## src/rtl/mc_control_unit.sv

```systemverilog
// mc_control_unit: multi-cycle sequencer for the shared single-ALU,
// single-memory MIPS datapath. Each instruction walks IF -> ID -> EXE ->
// MEM -> WB as needed. The unit issues per-state write enables and mux
// selects, and guards every memory access with a wait-cycle timeout.
//
// Optional build macro: ILLEGAL_TRAP_EN
//   defined   - undefined op/func in ID traps; sticky 'illegal' port added.
//   undefined - undefined op/func retires as a NOP from ID.
module mc_control_unit #(
  parameter int WIDTH       = 32,
  parameter int MEM_TIMEOUT = 16
) (
  input  logic       clk,
  input  logic       clrn,
  input  logic [5:0] op,
  input  logic [5:0] func,
  input  logic       z,
  input  logic       mem_ready,
  output logic       mem_req,
  output logic       iord,
  output logic       wir,
  output logic       wpc,
  output logic [1:0] pcsrc,
  output logic       wmem,
  output logic       wreg,
  output logic       regrt,
  output logic       mem2reg,
  output logic       aluimm,
  output logic       shift,
  output logic       s_ext,
  output logic       jal,
  output logic [3:0] aluc,
  output logic [2:0] state,
  output logic       retire,
`ifdef ILLEGAL_TRAP_EN
  output logic       illegal,
`endif
  output logic       mem_err
);

  // WIDTH documents the datapath this unit steers; no logic depends on it.
  if (WIDTH < 1) begin : g_width_doc
  end

  typedef enum logic [2:0] {
    S_IF   = 3'b000,
    S_ID   = 3'b001,
    S_EXE  = 3'b010,
    S_MEM  = 3'b011,
    S_WB   = 3'b100,
    S_TRAP = 3'b101
  } state_t;

  localparam logic [5:0] OP_R    = 6'b000000;
  localparam logic [5:0] OP_J    = 6'b000010;
  localparam logic [5:0] OP_JAL  = 6'b000011;
  localparam logic [5:0] OP_BEQ  = 6'b000100;
  localparam logic [5:0] OP_BNE  = 6'b000101;
  localparam logic [5:0] OP_ADDI = 6'b001000;
  localparam logic [5:0] OP_ANDI = 6'b001100;
  localparam logic [5:0] OP_ORI  = 6'b001101;
  localparam logic [5:0] OP_XORI = 6'b001110;
  localparam logic [5:0] OP_LUI  = 6'b001111;
  localparam logic [5:0] OP_LW   = 6'b100011;
  localparam logic [5:0] OP_SW   = 6'b101011;

  localparam logic [5:0] F_ADD = 6'b100000;
  localparam logic [5:0] F_SUB = 6'b100010;
  localparam logic [5:0] F_AND = 6'b100100;
  localparam logic [5:0] F_OR  = 6'b100101;
  localparam logic [5:0] F_XOR = 6'b100110;
  localparam logic [5:0] F_SLL = 6'b000000;
  localparam logic [5:0] F_SRL = 6'b000010;
  localparam logic [5:0] F_SRA = 6'b000011;
  localparam logic [5:0] F_JR  = 6'b001000;

  localparam logic [3:0] ALU_ADD = 4'b0000;
  localparam logic [3:0] ALU_SUB = 4'b0100;
  localparam logic [3:0] ALU_AND = 4'b0001;
  localparam logic [3:0] ALU_OR  = 4'b0101;
  localparam logic [3:0] ALU_XOR = 4'b0010;
  localparam logic [3:0] ALU_SLL = 4'b0011;
  localparam logic [3:0] ALU_SRL = 4'b0111;
  localparam logic [3:0] ALU_SRA = 4'b1111;
  localparam logic [3:0] ALU_LUI = 4'b0110;

  // The counter only needs to reach MEM_TIMEOUT-1: the wait cycle seen at
  // that count is the last one allowed.
  localparam int            CW    = (MEM_TIMEOUT > 1) ? $clog2(MEM_TIMEOUT) : 1;
  localparam bit            TO_EN = (MEM_TIMEOUT > 0);
  localparam logic [CW-1:0] LIMIT = CW'((MEM_TIMEOUT > 0) ? (MEM_TIMEOUT - 1) : 0);

  state_t        cur_state;
  state_t        next_state;
  logic [CW-1:0] wait_cnt;
  logic          limit_reached;
  logic          timeout_trap;
  logic          mem_err_q;

  // Instruction class and ALU controls decoded from op/func.
  logic       r_alu, i_alu, is_lw, is_sw, is_beq, is_bne, is_j, is_jal, is_jr;
  logic       legal;
  logic [3:0] dec_aluc;
  logic       dec_aluimm, dec_shift, dec_sext;

  // Raw (ungated) enables; reset masking happens on the ports.
  logic mreq_i, wir_i, wpc_i, wmem_i, wreg_i, retire_i;

`ifdef ILLEGAL_TRAP_EN
  logic illegal_set;
  logic illegal_q;
`endif

  // Opcode/function decode shared with the single-cycle control path.
  always_comb begin
    r_alu      = 1'b0;
    i_alu      = 1'b0;
    is_lw      = 1'b0;
    is_sw      = 1'b0;
    is_beq     = 1'b0;
    is_bne     = 1'b0;
    is_j       = 1'b0;
    is_jal     = 1'b0;
    is_jr      = 1'b0;
    dec_aluc   = ALU_ADD;
    dec_aluimm = 1'b0;
    dec_shift  = 1'b0;
    dec_sext   = 1'b0;
    case (op)
      OP_R: begin
        case (func)
          F_ADD:   begin r_alu = 1'b1; dec_aluc = ALU_ADD; end
          F_SUB:   begin r_alu = 1'b1; dec_aluc = ALU_SUB; end
          F_AND:   begin r_alu = 1'b1; dec_aluc = ALU_AND; end
          F_OR:    begin r_alu = 1'b1; dec_aluc = ALU_OR;  end
          F_XOR:   begin r_alu = 1'b1; dec_aluc = ALU_XOR; end
          F_SLL:   begin r_alu = 1'b1; dec_aluc = ALU_SLL; dec_shift = 1'b1; end
          F_SRL:   begin r_alu = 1'b1; dec_aluc = ALU_SRL; dec_shift = 1'b1; end
          F_SRA:   begin r_alu = 1'b1; dec_aluc = ALU_SRA; dec_shift = 1'b1; end
          F_JR:    begin is_jr = 1'b1; end
          default: begin r_alu = 1'b0; end
        endcase
      end
      OP_ADDI: begin i_alu = 1'b1; dec_aluc = ALU_ADD; dec_aluimm = 1'b1; dec_sext = 1'b1; end
      OP_ANDI: begin i_alu = 1'b1; dec_aluc = ALU_AND; dec_aluimm = 1'b1; end
      OP_ORI:  begin i_alu = 1'b1; dec_aluc = ALU_OR;  dec_aluimm = 1'b1; end
      OP_XORI: begin i_alu = 1'b1; dec_aluc = ALU_XOR; dec_aluimm = 1'b1; end
      OP_LUI:  begin i_alu = 1'b1; dec_aluc = ALU_LUI; dec_aluimm = 1'b1; end
      OP_LW:   begin is_lw = 1'b1; dec_aluc = ALU_ADD; dec_aluimm = 1'b1; dec_sext = 1'b1; end
      OP_SW:   begin is_sw = 1'b1; dec_aluc = ALU_ADD; dec_aluimm = 1'b1; dec_sext = 1'b1; end
      OP_BEQ:  begin is_beq = 1'b1; dec_aluc = ALU_SUB; dec_sext = 1'b1; end
      OP_BNE:  begin is_bne = 1'b1; dec_aluc = ALU_SUB; dec_sext = 1'b1; end
      OP_J:    begin is_j = 1'b1; end
      OP_JAL:  begin is_jal = 1'b1; end
      default: begin r_alu = 1'b0; end
    endcase
    legal = r_alu | i_alu | is_lw | is_sw | is_beq | is_bne | is_j | is_jal | is_jr;
  end

  assign limit_reached = TO_EN && (wait_cnt == LIMIT);

  // Next-state and per-state control outputs.
  always_comb begin
    next_state   = cur_state;
    mreq_i       = 1'b0;
    wir_i        = 1'b0;
    wpc_i        = 1'b0;
    wmem_i       = 1'b0;
    wreg_i       = 1'b0;
    retire_i     = 1'b0;
    iord         = 1'b0;
    pcsrc        = 2'b00;
    regrt        = 1'b0;
    mem2reg      = 1'b0;
    aluimm       = 1'b0;
    shift        = 1'b0;
    s_ext        = 1'b0;
    jal          = 1'b0;
    aluc         = 4'b0000;
    timeout_trap = 1'b0;
`ifdef ILLEGAL_TRAP_EN
    illegal_set  = 1'b0;
`endif
    case (cur_state)
      S_IF: begin
        mreq_i = 1'b1;
        if (mem_ready) begin
          wir_i      = 1'b1;
          wpc_i      = 1'b1;
          next_state = S_ID;
        end else if (limit_reached) begin
          timeout_trap = 1'b1;
          next_state   = S_TRAP;
        end else begin
          next_state = S_IF;
        end
      end
      S_ID: begin
        if (is_j || is_jal) begin
          wpc_i      = 1'b1;
          pcsrc      = 2'b11;
          wreg_i     = is_jal;
          jal        = is_jal;
          retire_i   = 1'b1;
          next_state = S_IF;
        end else if (is_jr) begin
          wpc_i      = 1'b1;
          pcsrc      = 2'b10;
          retire_i   = 1'b1;
          next_state = S_IF;
        end else if (legal) begin
          next_state = S_EXE;
        end else begin
`ifdef ILLEGAL_TRAP_EN
          illegal_set = 1'b1;
          next_state  = S_TRAP;
`else
          retire_i   = 1'b1;
          next_state = S_IF;
`endif
        end
      end
      S_EXE: begin
        aluc   = dec_aluc;
        aluimm = dec_aluimm;
        shift  = dec_shift;
        s_ext  = dec_sext;
        if (is_lw || is_sw) begin
          next_state = S_MEM;
        end else if (is_beq || is_bne) begin
          retire_i   = 1'b1;
          next_state = S_IF;
          if ((is_beq && z) || (is_bne && !z)) begin
            wpc_i = 1'b1;
            pcsrc = 2'b01;
          end else begin
            wpc_i = 1'b0;
          end
        end else begin
          next_state = S_WB;
        end
      end
      S_MEM: begin
        mreq_i = 1'b1;
        iord   = 1'b1;
        wmem_i = is_sw;
        if (mem_ready) begin
          if (is_lw) begin
            next_state = S_WB;
          end else begin
            retire_i   = 1'b1;
            next_state = S_IF;
          end
        end else if (limit_reached) begin
          timeout_trap = 1'b1;
          next_state   = S_TRAP;
        end else begin
          next_state = S_MEM;
        end
      end
      S_WB: begin
        aluc       = dec_aluc;
        aluimm     = dec_aluimm;
        shift      = dec_shift;
        s_ext      = dec_sext;
        wreg_i     = 1'b1;
        regrt      = is_lw | i_alu;
        mem2reg    = is_lw;
        retire_i   = 1'b1;
        next_state = S_IF;
      end
      S_TRAP: begin
        next_state = S_TRAP;
      end
      default: begin
        next_state = S_IF;
      end
    endcase
  end

  // State register.
  always_ff @(posedge clk or negedge clrn) begin
    if (!clrn) begin
      cur_state <= S_IF;
    end else begin
      cur_state <= next_state;
    end
  end

  // Wait counter: restarts on every state entry, counts stalled request cycles.
  always_ff @(posedge clk or negedge clrn) begin
    if (!clrn) begin
      wait_cnt <= '0;
    end else if (next_state != cur_state) begin
      wait_cnt <= '0;
    end else if (TO_EN && mreq_i && !mem_ready) begin
      wait_cnt <= wait_cnt + CW'(1);
    end else begin
      wait_cnt <= wait_cnt;
    end
  end

  // Sticky memory-timeout flag.
  always_ff @(posedge clk or negedge clrn) begin
    if (!clrn) begin
      mem_err_q <= 1'b0;
    end else begin
      mem_err_q <= mem_err_q | timeout_trap;
    end
  end

`ifdef ILLEGAL_TRAP_EN
  // Sticky illegal-instruction flag.
  always_ff @(posedge clk or negedge clrn) begin
    if (!clrn) begin
      illegal_q <= 1'b0;
    end else begin
      illegal_q <= illegal_q | illegal_set;
    end
  end

  assign illegal = illegal_q;
`endif

  // Write enables and the request are masked for the whole reset interval.
  assign mem_req = mreq_i   & clrn;
  assign wir     = wir_i    & clrn;
  assign wpc     = wpc_i    & clrn;
  assign wmem    = wmem_i   & clrn;
  assign wreg    = wreg_i   & clrn;
  assign retire  = retire_i & clrn;
  assign state   = cur_state;
  assign mem_err = mem_err_q;

endmodule

```

## config.mk

```make
export PLATFORM = sky130hd
export DESIGN_NAME = mc_control_unit
export DESIGN_NICKNAME = d
export VERILOG_FILES = /design/src/rtl/mc_control_unit.sv
export SDC_FILE = /design/constraint.sdc
export NUM_CORES = 1
export LEC_CHECK = 0
export ABC_AREA = 1
export CAP_MARGIN = 30
export CORE_MARGIN = 4
export CORE_UTILIZATION = 45
export CTS_BUF_LIST = sky130_fd_sc_hd__clkbuf_4 sky130_fd_sc_hd__clkbuf_8
export CTS_CLUSTER_SIZE = 10
export DETAILED_ROUTE_END_ITERATION = 6
export PLACE_DENSITY_LB_ADDON = 0.08
export SKIP_LAST_GASP = 1
export SYNTH_ARGS = -nofsm -noshare
export SYNTH_HDL_FRONTEND = slang
export SYNTH_SLANG_ARGS = --single-unit
```

## constraint.sdc

```tcl
create_clock -name clk -period 1.7 [get_ports clk]
set_input_delay 0.34 -clock clk [delete_from_list [all_inputs] [get_ports clk]]
set_output_delay 0.34 -clock clk [all_outputs]
set_load 0.02 [all_outputs]
```

==> qor.yml, run 1 <==
tritoncts.num_buffers: 3
synthAdderAreaFrac_pct: 1.23
cts-htree-levels: 1
place.gp.congestion: 0.965
stop_error: "[ERROR DPL-0033] detailed placement checks failed during check placement."
syn_area_per_cell_um2: 5.67
synth.area.mux_share_pct: 0.986
clockBufferDepth: 2
post_cts_buffers: 14
synth_area_mm2: 0.00101
place_hpwl_um: 3130
clock-sinks: 8
port_buffers: 38
syn_inst: 179
pre_cts_slack_ns: -1.04
cts_root_buffer: "clkbuf_4"
stop_stage: "clock tree synthesis (4_1_cts)"
ioPinCount: 39
synthArstFlopShare_pct: 100
rows: 16
ys_types: 28
die_w_um: 55.5
seq_area_frac_synth_pct: 19.7
synth_simple_gate_area_share_pct: 51.7
dp_cells: 285
postSynthNetCount: 196
synth_top_family_by_area: "simple AND/OR/NAND/NOR gates"
die_h_um: 55.5
ys.flop_type: "dfrtp_1"
ys_warn_count: 0
ctsHoldBuffers: 0
synth_xor_area_share_pct: 2.59
cts_resized: 157
synth-seq-cells: 8
synth_edf_count: 0
outcome: "aborted with a tool error"
start_util_pct: 49.7
synth_compound_area_share_pct: 10.9
synthesized netlist by cell type, drive strengths merged (2+ instances only):
library cell	n	share of area [%]
nand2	44	17
inv	35	13
nor2	35	15
nand3	22	12
dfrtp	8	20
nand4	7	4.3
o21ai	6	3.0
a21oi	5	2.8
nor3	3	2.0
a31oi	2	1.2
xor2	2	1.7
logic make-up after synthesis:
group / count (synthesis)
adders and majority gates: 1
and+or+nand+nor: 113
DFF: 8
buffers and inverters: 35
AOI/OAI and AO/OA: 18
xor gates and xnor gates: 3
muxes: 1
stage by stage:
step	area [µm²]	utilization (%)
3_5_place_dp	1780	87.0
3_3_place_gp	1780	87.0
2_1_floorplan	1050	-
==> inputs of run 2 (changes only) <==
==> config.mk (replaced) <==
export PLATFORM = sky130hd
export DESIGN_NAME = mc_control_unit
export DESIGN_NICKNAME = d
export VERILOG_FILES = /design/src/rtl/mc_control_unit.sv
export SDC_FILE = /design/constraint.sdc
export NUM_CORES = 1
export LEC_CHECK = 0
export ABC_AREA = 1
export CAP_MARGIN = 30
export CORE_AREA = 4 4 65 67
export DETAILED_ROUTE_END_ITERATION = 6
export DIE_AREA = 0 0 69 71
export PLACE_DENSITY_LB_ADDON = 0.15
export SKIP_LAST_GASP = 1
export SYNTH_ARGS = -nofsm -noshare
export SYNTH_HDL_FRONTEND = slang
export SYNTH_SLANG_ARGS = --single-unit
==> run 2 against run 1 <==
  * The flow now finishes, with violations (negative setup slack)
  * Synthesized cell count did not move
  * Synthesized area unchanged
==> qor.yml, run 2 <==
die_h_um: 71  # was 55.5 µm
drt-initial-drc-count: 56
fillers: 344
dr.pass1.iters: 4
critPathBufInv: 1
crit_start: "state[0]"
die-area_mm2: 0.00490
max_freq_mhz: 502
synth.top_cells.by_area: "dfrtp_1 (20%), nand2_1 (15%), inv_1 (13%), nor2_1 (12%), nand3_1 (9.4%)"  # unchanged
grt.total_usage_pct: 16.4
dpl_cell_area_mm2: 0.00192  # was 0.00178 mm²
path_delay_family: "simple AND/OR/NAND/NOR gates"
ys_warn_count: 0  # unchanged
power_density_mw_per_mm2: 580
drv_cap: 0
grt_max_degree: 10
rsz0062_at_grt: "yes"
clockBufferDepth: 2  # unchanged
rows: 22  # was 16
synth_area_mm2: 0.00101  # unchanged
clk_latency_ns: 0.23
skew_ns: 0.00218
synth_edf_count: 0  # unchanged
start_kind: "flip-flop"
core_region_area_mm2: 0.00363
final_cells: 342
layout_commonest_cell: "buf_4"
slowest_stage: "dfrtp_2"
min_period_ns: 1.99
outcome: "finished, violations left"  # was aborted with a tool error
slowest_delay_ns: 0.46
num_antenna_cells: 0
path_cells: "nor3_4 > nand2_1 > or2_1 > o211a_1 > a21oi_4 > buf_6"
syn2layout_area_growth_pct: 126
synthArstFlopShare_pct: 100  # unchanged
tightestPinTransition_ns: 0.298
place.gp.congestion: 0.870  # was 0.965
grt-ovfl-total: 0
syn_area_per_cell_um2: 5.67  # unchanged
regMostFlops: "wait_cnt"
wire_per_inst_um: 12.3
synth_top_area_share_pct: 19.7  # unchanged
seq_area_frac_synth_pct: 19.7  # unchanged
drive_gt1_share_pct: 56.5
start_util_pct: 27.9  # was 49.7%
design_area_mm2: 0.00229
worstPathArrival_ns: 1.65
place_hpwl_um: 3140  # was 3130 µm
p_leak_uw: 0.00123
antenna_found_initial: 0
setup_slack_ns: -0.294
grt_pass1_vias: 1512
nets: 312
detail-route-antenna-nets: 0
route.detailed.drc: 0
hold_violations: 0
ys.flop_type: "dfrtp_1"  # unchanged
largest_reg_flops: 4
setup_viol: 24
routed-via-count: 1546
crit_fanout: 4
finalPower_uw: 1330
yosysTopAreaCell: "dfrtp_1"  # unchanged
final_cell_mix: "buf_4 (71), nand2_1 (32), buf_6 (22)"
postSynthNetCount: 196  # unchanged
hp-class: "in -> async"
syn_inst: 179  # unchanged
cts_root_buffer: "clkbuf_8"  # was clkbuf_4
synth_most_common_cell: "nand2_1"  # unchanged
peakVddDrop_uv: 545
ctsHoldBuffers: 0  # unchanged
synth_common_cells: "nand2_1 (41), inv_1 (34), nor2_1 (32)"  # unchanged
final_max_slew_viol_count: 0
end_kind: "output pin"
worst_r2r_startpoint: "state[0]"
cts-htree-levels: 1  # unchanged
viasPerCell: 4.52
wl_um: 4200
cp.required_ns: 1.36
port_buffers: 38  # unchanged
critical_path_class: "reg -> out"
path_clk_slew_ns: 0.05
violations: "negative setup slack"
post-route-period-util_pct: 117
ioPinCount: 39  # unchanged
die_w_um: 69  # was 55.5 µm
synth-seq-cells: 8  # unchanged
clock-sinks: 8  # unchanged
tritoncts: "built"
ys_types: 28  # unchanged
tritoncts.num_buffers: 3  # unchanged
grt_pass1_wl_um: 6730
maxSlewHeadroom_pct: 80.1
dp_cells: 321  # was 285
## run 2: layer usage
metal | up-vias | GRT usage (%) | wire length (µm)
met3 | 6 | 3.69 | 235
met5 | - | 0 | 0
li1 | 806 | - | -
met2 | 44 | 29.7 | 2150
met1 | 690 | 20.7 | 1770
met4 | 0 | 1.30 | 44
## run 2: stage by stage
stage	TNS [ns]	utilization (%)	setup slack [ns]	hold WS (ns)
after floorplan	-0.0814	-	-0.0814	0.0444
after global placement	-17.12	52.7	-1.08	0.466
after detailed placement	-17.10	52.7	-1.07	0.473
after CTS	-2.59	57.4	-0.265	0.425
after global routing	-5.49	63.2	-0.356	0.437
final	-3.95	63.2	-0.294	0.424
## run 2: logic make-up (layout without fill, tap and decap cells)
logic type / Yosys count / count (layout) / synth area share [%]
buffers and inverters: 35 / 150 / 12.9
multiplexers: 1 / 1 / 0.986
adder cells (fa/ha/maj): 1 / 1 / 1.23
AND/OR/NAND/NOR: 113 / 113 / 51.7
AO/OA/AOI/OAI: 18 / 18 / 10.9
flip-flops: 8 / 8 / 19.7
XOR/XNOR: 3 / 3 / 2.59
## run 2: final timing paths
kind / slack (ns) / end / cells past startpoint
min in group clk: 0.48 / mem_err / 1
max: -0.29 / retire / 6
max reg2reg: -0.21 / wait_cnt[3] / 13
min: 0.42 / state[0] / 2
min reg2reg: 0.48 / mem_err / 1
max in group asynchronous: 1.12 / state[1] / 2
## run 2: power breakdown
| group | total [µW] | internal (µW) | switching (µW) |
|---|---|---|---|
| logic | 814 | 408 | 407 |
| registers | 265 | 224 | 40.5 |
| clock network | 251 | 164 | 87.4 |
| total | 1330 | 796 | 534 |
## run 2: timing repair
item | 4_1_cts | 5_1_grt
pin swaps | 22 | 20
setup buffers | 11 | 7
gates resized for setup | 170 | 51
endpoints found under the setup margin | 25 | 24
## run 2: layout make-up
cell class	instances	area (µm²)	area share [%]
Timing Repair Buffer	111	930	40.5
Multi-Input combinational cell	136	912	39.7
Tap cell	48	60.1	2.62
Inverter	35	144	6.27
Sequential cell	8	204	8.89
Clock buffer	4	45.0	1.96
Power figures use the tool's default switching activity.
==> inputs of run 3 (changes only) <==
--- a/config.mk
+++ b/config.mk
@@ -6,6 +6,7 @@
 export NUM_CORES = 1
 export LEC_CHECK = 0
 export ABC_AREA = 1
+export ABC_CLOCK_PERIOD_IN_PS = 1700
 export CAP_MARGIN = 30
 export CORE_AREA = 4 4 65 67
 export DETAILED_ROUTE_END_ITERATION = 6
==> results of run 3 <==
Final layout, timing and power as in run 2 (identical DEF).
==> inputs of run 4 (changes only) <==
--- a/config.mk
+++ b/config.mk
@@ -11,7 +11,6 @@
 export CORE_AREA = 4 4 65 67
 export DETAILED_ROUTE_END_ITERATION = 6
 export DIE_AREA = 0 0 69 71
-export PLACE_DENSITY_LB_ADDON = 0.15
 export SKIP_LAST_GASP = 1
 export SYNTH_ARGS = -nofsm -noshare
 export SYNTH_HDL_FRONTEND = slang
==> run 4 against run 3 <==
  * The run still ends with negative setup slack left
  * Clock power about the same
  * Die area stayed put
  * Critical endpoint unchanged
  * Via count is 3.3% lower
  * Global-route usage decreased by 1.8 points
  * Utilization fell by 5.3 points
  * First-iteration DRC count rose by 20%
  * Register-to-register slack improved by 0.15 ns
  * Critical path type unchanged
  * Final cell count is 2.3% lower
  * Maximum frequency is 1.5% higher
  * Largest cell class unchanged
  * Critical path depth did not move
==> qor.yml, run 4 (same netlist as run 2, synthesis figures left out) <==
rows: 22  # unchanged
skew_ns: 0.00391  # was 0.00218 ns
grt_pass1_vias: 1363  # was 1512
drive_gt1_share_pct: 50.0  # was 56.5%
finalPower_uw: 1190  # was 1330 µW
viasPerCell: 4.48  # was 4.52
detail-route-antenna-nets: 0  # unchanged
wire_per_inst_um: 11.8  # was 12.3 µm
port_buffers: 38  # unchanged
grt_pass1_wl_um: 5970  # was 6730 µm
path_clk_slew_ns: 0.05  # about the same
violations: "negative setup slack"  # unchanged
p_comb_share_pct: 57.0  # was 61.2%
final_cells: 334  # was 342
end_kind: "output pin"  # unchanged
regMostFlops: "wait_cnt"  # unchanged
ff2ff_path_depth: 13  # unchanged
syn2layout_area_growth_pct: 107  # was 126%
clock-sinks: 8  # unchanged
start_util_pct: 27.9  # unchanged
r2r_end: "wait_cnt[2]"  # was wait_cnt[3]
route.detailed.drc: 0  # unchanged
ioPinCount: 39  # unchanged
outcome: "finished, violations left"  # unchanged
wl_um: 3950  # was 4200 µm
maxSlewHeadroom_pct: 81.6  # was 80.1%
drv_cap: 0  # unchanged
peakVddDrop_uv: 296  # was 545 µV
slowest_delay_ns: 0.43  # was 0.46 ns
grt-ovfl-total: 0  # unchanged
p_leak_uw: 0.00114  # was 0.00123 µW
p_int_uw: 721  # was 796 µW
nets: 304  # was 312
dr.pass1.iters: 4  # unchanged
largest_reg_flops: 4  # unchanged
drt-initial-drc-count: 67  # was 56
die_w_um: 69  # unchanged
final_cell_mix: "buf_4 (74), nand2_1 (36), inv_1 (27)"  # was buf_4 (71), nand2_1 (32), buf_6 (22)
tritoncts.num_buffers: 3  # unchanged
r2r_slack_ns: -0.06  # was -0.21 ns
min_period_ns: 1.96  # was 1.99 ns
antenna_found_initial: 0  # unchanged
clk_latency_ns: 0.23  # about the same
die-area_mm2: 0.00490  # unchanged
clockBufferDepth: 2  # unchanged
slowest_stage: "dfrtp_2"  # unchanged
grt_max_degree: 10  # unchanged
final_max_slew_viol_count: 0  # unchanged
worst_r2r_startpoint: "state[0]"  # unchanged
grt.total_usage_pct: 14.6  # was 16.4%
place_hpwl_um: 2860  # was 3140 µm
path_cells: "nor3_4 > nand2_1 > or2_1 > o211a_1 > a21oi_4 > buf_6"  # unchanged
core_region_area_mm2: 0.00363  # unchanged
setup_slack_ns: -0.265  # was -0.294 ns
crit_fanout: 3  # was 4
sequentialPowerShare_pct: 22.0  # was 19.9%
tritoncts: "built"  # unchanged
cts_root_buffer: "clkbuf_8"  # unchanged
dp_cells: 315  # was 321
layout_commonest_cell: "buf_4"  # unchanged
tightestPinTransition_ns: 0.274  # was 0.298 ns
place.gp.congestion: 0.873  # was 0.870
die_h_um: 71  # unchanged
p_switching_uw: 473  # was 534 µW
hold_violations: 0  # unchanged
rsz0062_at_grt: "yes"  # unchanged
cts-htree-levels: 1  # unchanged
fillers: 364  # was 344
post-route-period-util_pct: 116  # was 117%
p_sw_share_pct: 39.6  # was 40.2%
setup_viol: 21  # was 24
critical_path_class: "reg -> out"  # unchanged
clock_power_share_pct: 21.0  # was 18.9%
power_density_mw_per_mm2: 568  # was 580 mW/mm²
routed-via-count: 1495  # was 1546
worstPathArrival_ns: 1.62  # was 1.65 ns
cp.required_ns: 1.36  # about the same
max_freq_mhz: 509  # was 502 MHz
hp-class: "in -> async"  # unchanged
num_antenna_cells: 0  # unchanged
start_kind: "flip-flop"  # unchanged
-- run 4: layer usage --
| metal | track usage, % | up-vias | routed length (µm) |
|---|---|---|---|
| met5 | 0 | - | 0 |
| met4 | 4.12 | 0 | 29 |
| met3 | 2.98 | 4 | 198 |
| met2 | 24.7 | 48 | 1900 |
| met1 | 18.9 | 659 | 1820 |
| li1 | - | 784 | - |
-- run 4: through the flow --
step	util, %	area (µm²)	hold slack (ns)	TNS, ns	setup slack [ns]
6_report	57.8	2100	0.471	-2.82	-0.265
3_3_place_gp	51.5	1870	0.467	-17.54	-1.11
4_1_cts	55.2	2010	0.480	-2.75	-0.257
2_1_floorplan	-	1050	0.0444	-0.0814	-0.0814
5_1_grt	57.8	2100	0.489	-5.06	-0.338
3_5_place_dp	51.5	1870	0.474	-17.28	-1.05
-- run 4: layout make-up --
class | count | area, µm² | area share, %
timing repair buffer | 103 | 835 | 39.7
sequential | 8 | 204 | 9.71
tap | 48 | 60.1 | 2.86
inverter | 35 | 134 | 6.37
clock buffer | 4 | 45.0 | 2.14
multi-input combinational | 136 | 823 | 39.2
-- run 4: worst max path at each step --
| stage | start | end | slack (ns) |
|---|---|---|---|
| 2_1_floorplan | state[1] | wreg | -0.08 |
| 3_3_place_gp | op[3] | wpc | -1.11 |
| 3_5_place_dp | op[3] | wpc | -1.05 |
| 4_1_cts | state[2] | retire | -0.26 |
| 5_1_grt | state[2] | pcsrc[0] | -0.34 |
| 6_report | state[2] | retire | -0.26 |
-- run 4: what timing repair did --
item | 4_1_cts | 5_1_grt
buffers inserted | 9 | 6
hold buffers | 0 | 0
pin swaps | 17 | 11
setup endpoints to repair | 25 | 24
hold endpoints to repair | 0 | 0
resized for setup | 154 | 22
-- run 4: worst max-delay path, delay by kind of cell, from the launching register on --
family / cells / cell delay, ns
AND/OR/NAND/NOR: 3 / 0.55
flip-flops: 1 / 0.43
AO/OA/AOI/OAI: 2 / 0.28
buffers and inverters: 1 / 0.13
-- run 4: power by group through the flow --
| stage | logic (µW) | registers [µW] | clock network, µW |
|---|---|---|---|
| after detailed placement | 584 | 264 | 0 |
| after global routing | 746 | 266 | 264 |
| after floorplan | 268 | 274 | 0 |
| final | 681 | 262 | 250 |
| after global placement | 584 | 261 | 0 |
| after CTS | 619 | 264 | 254 |
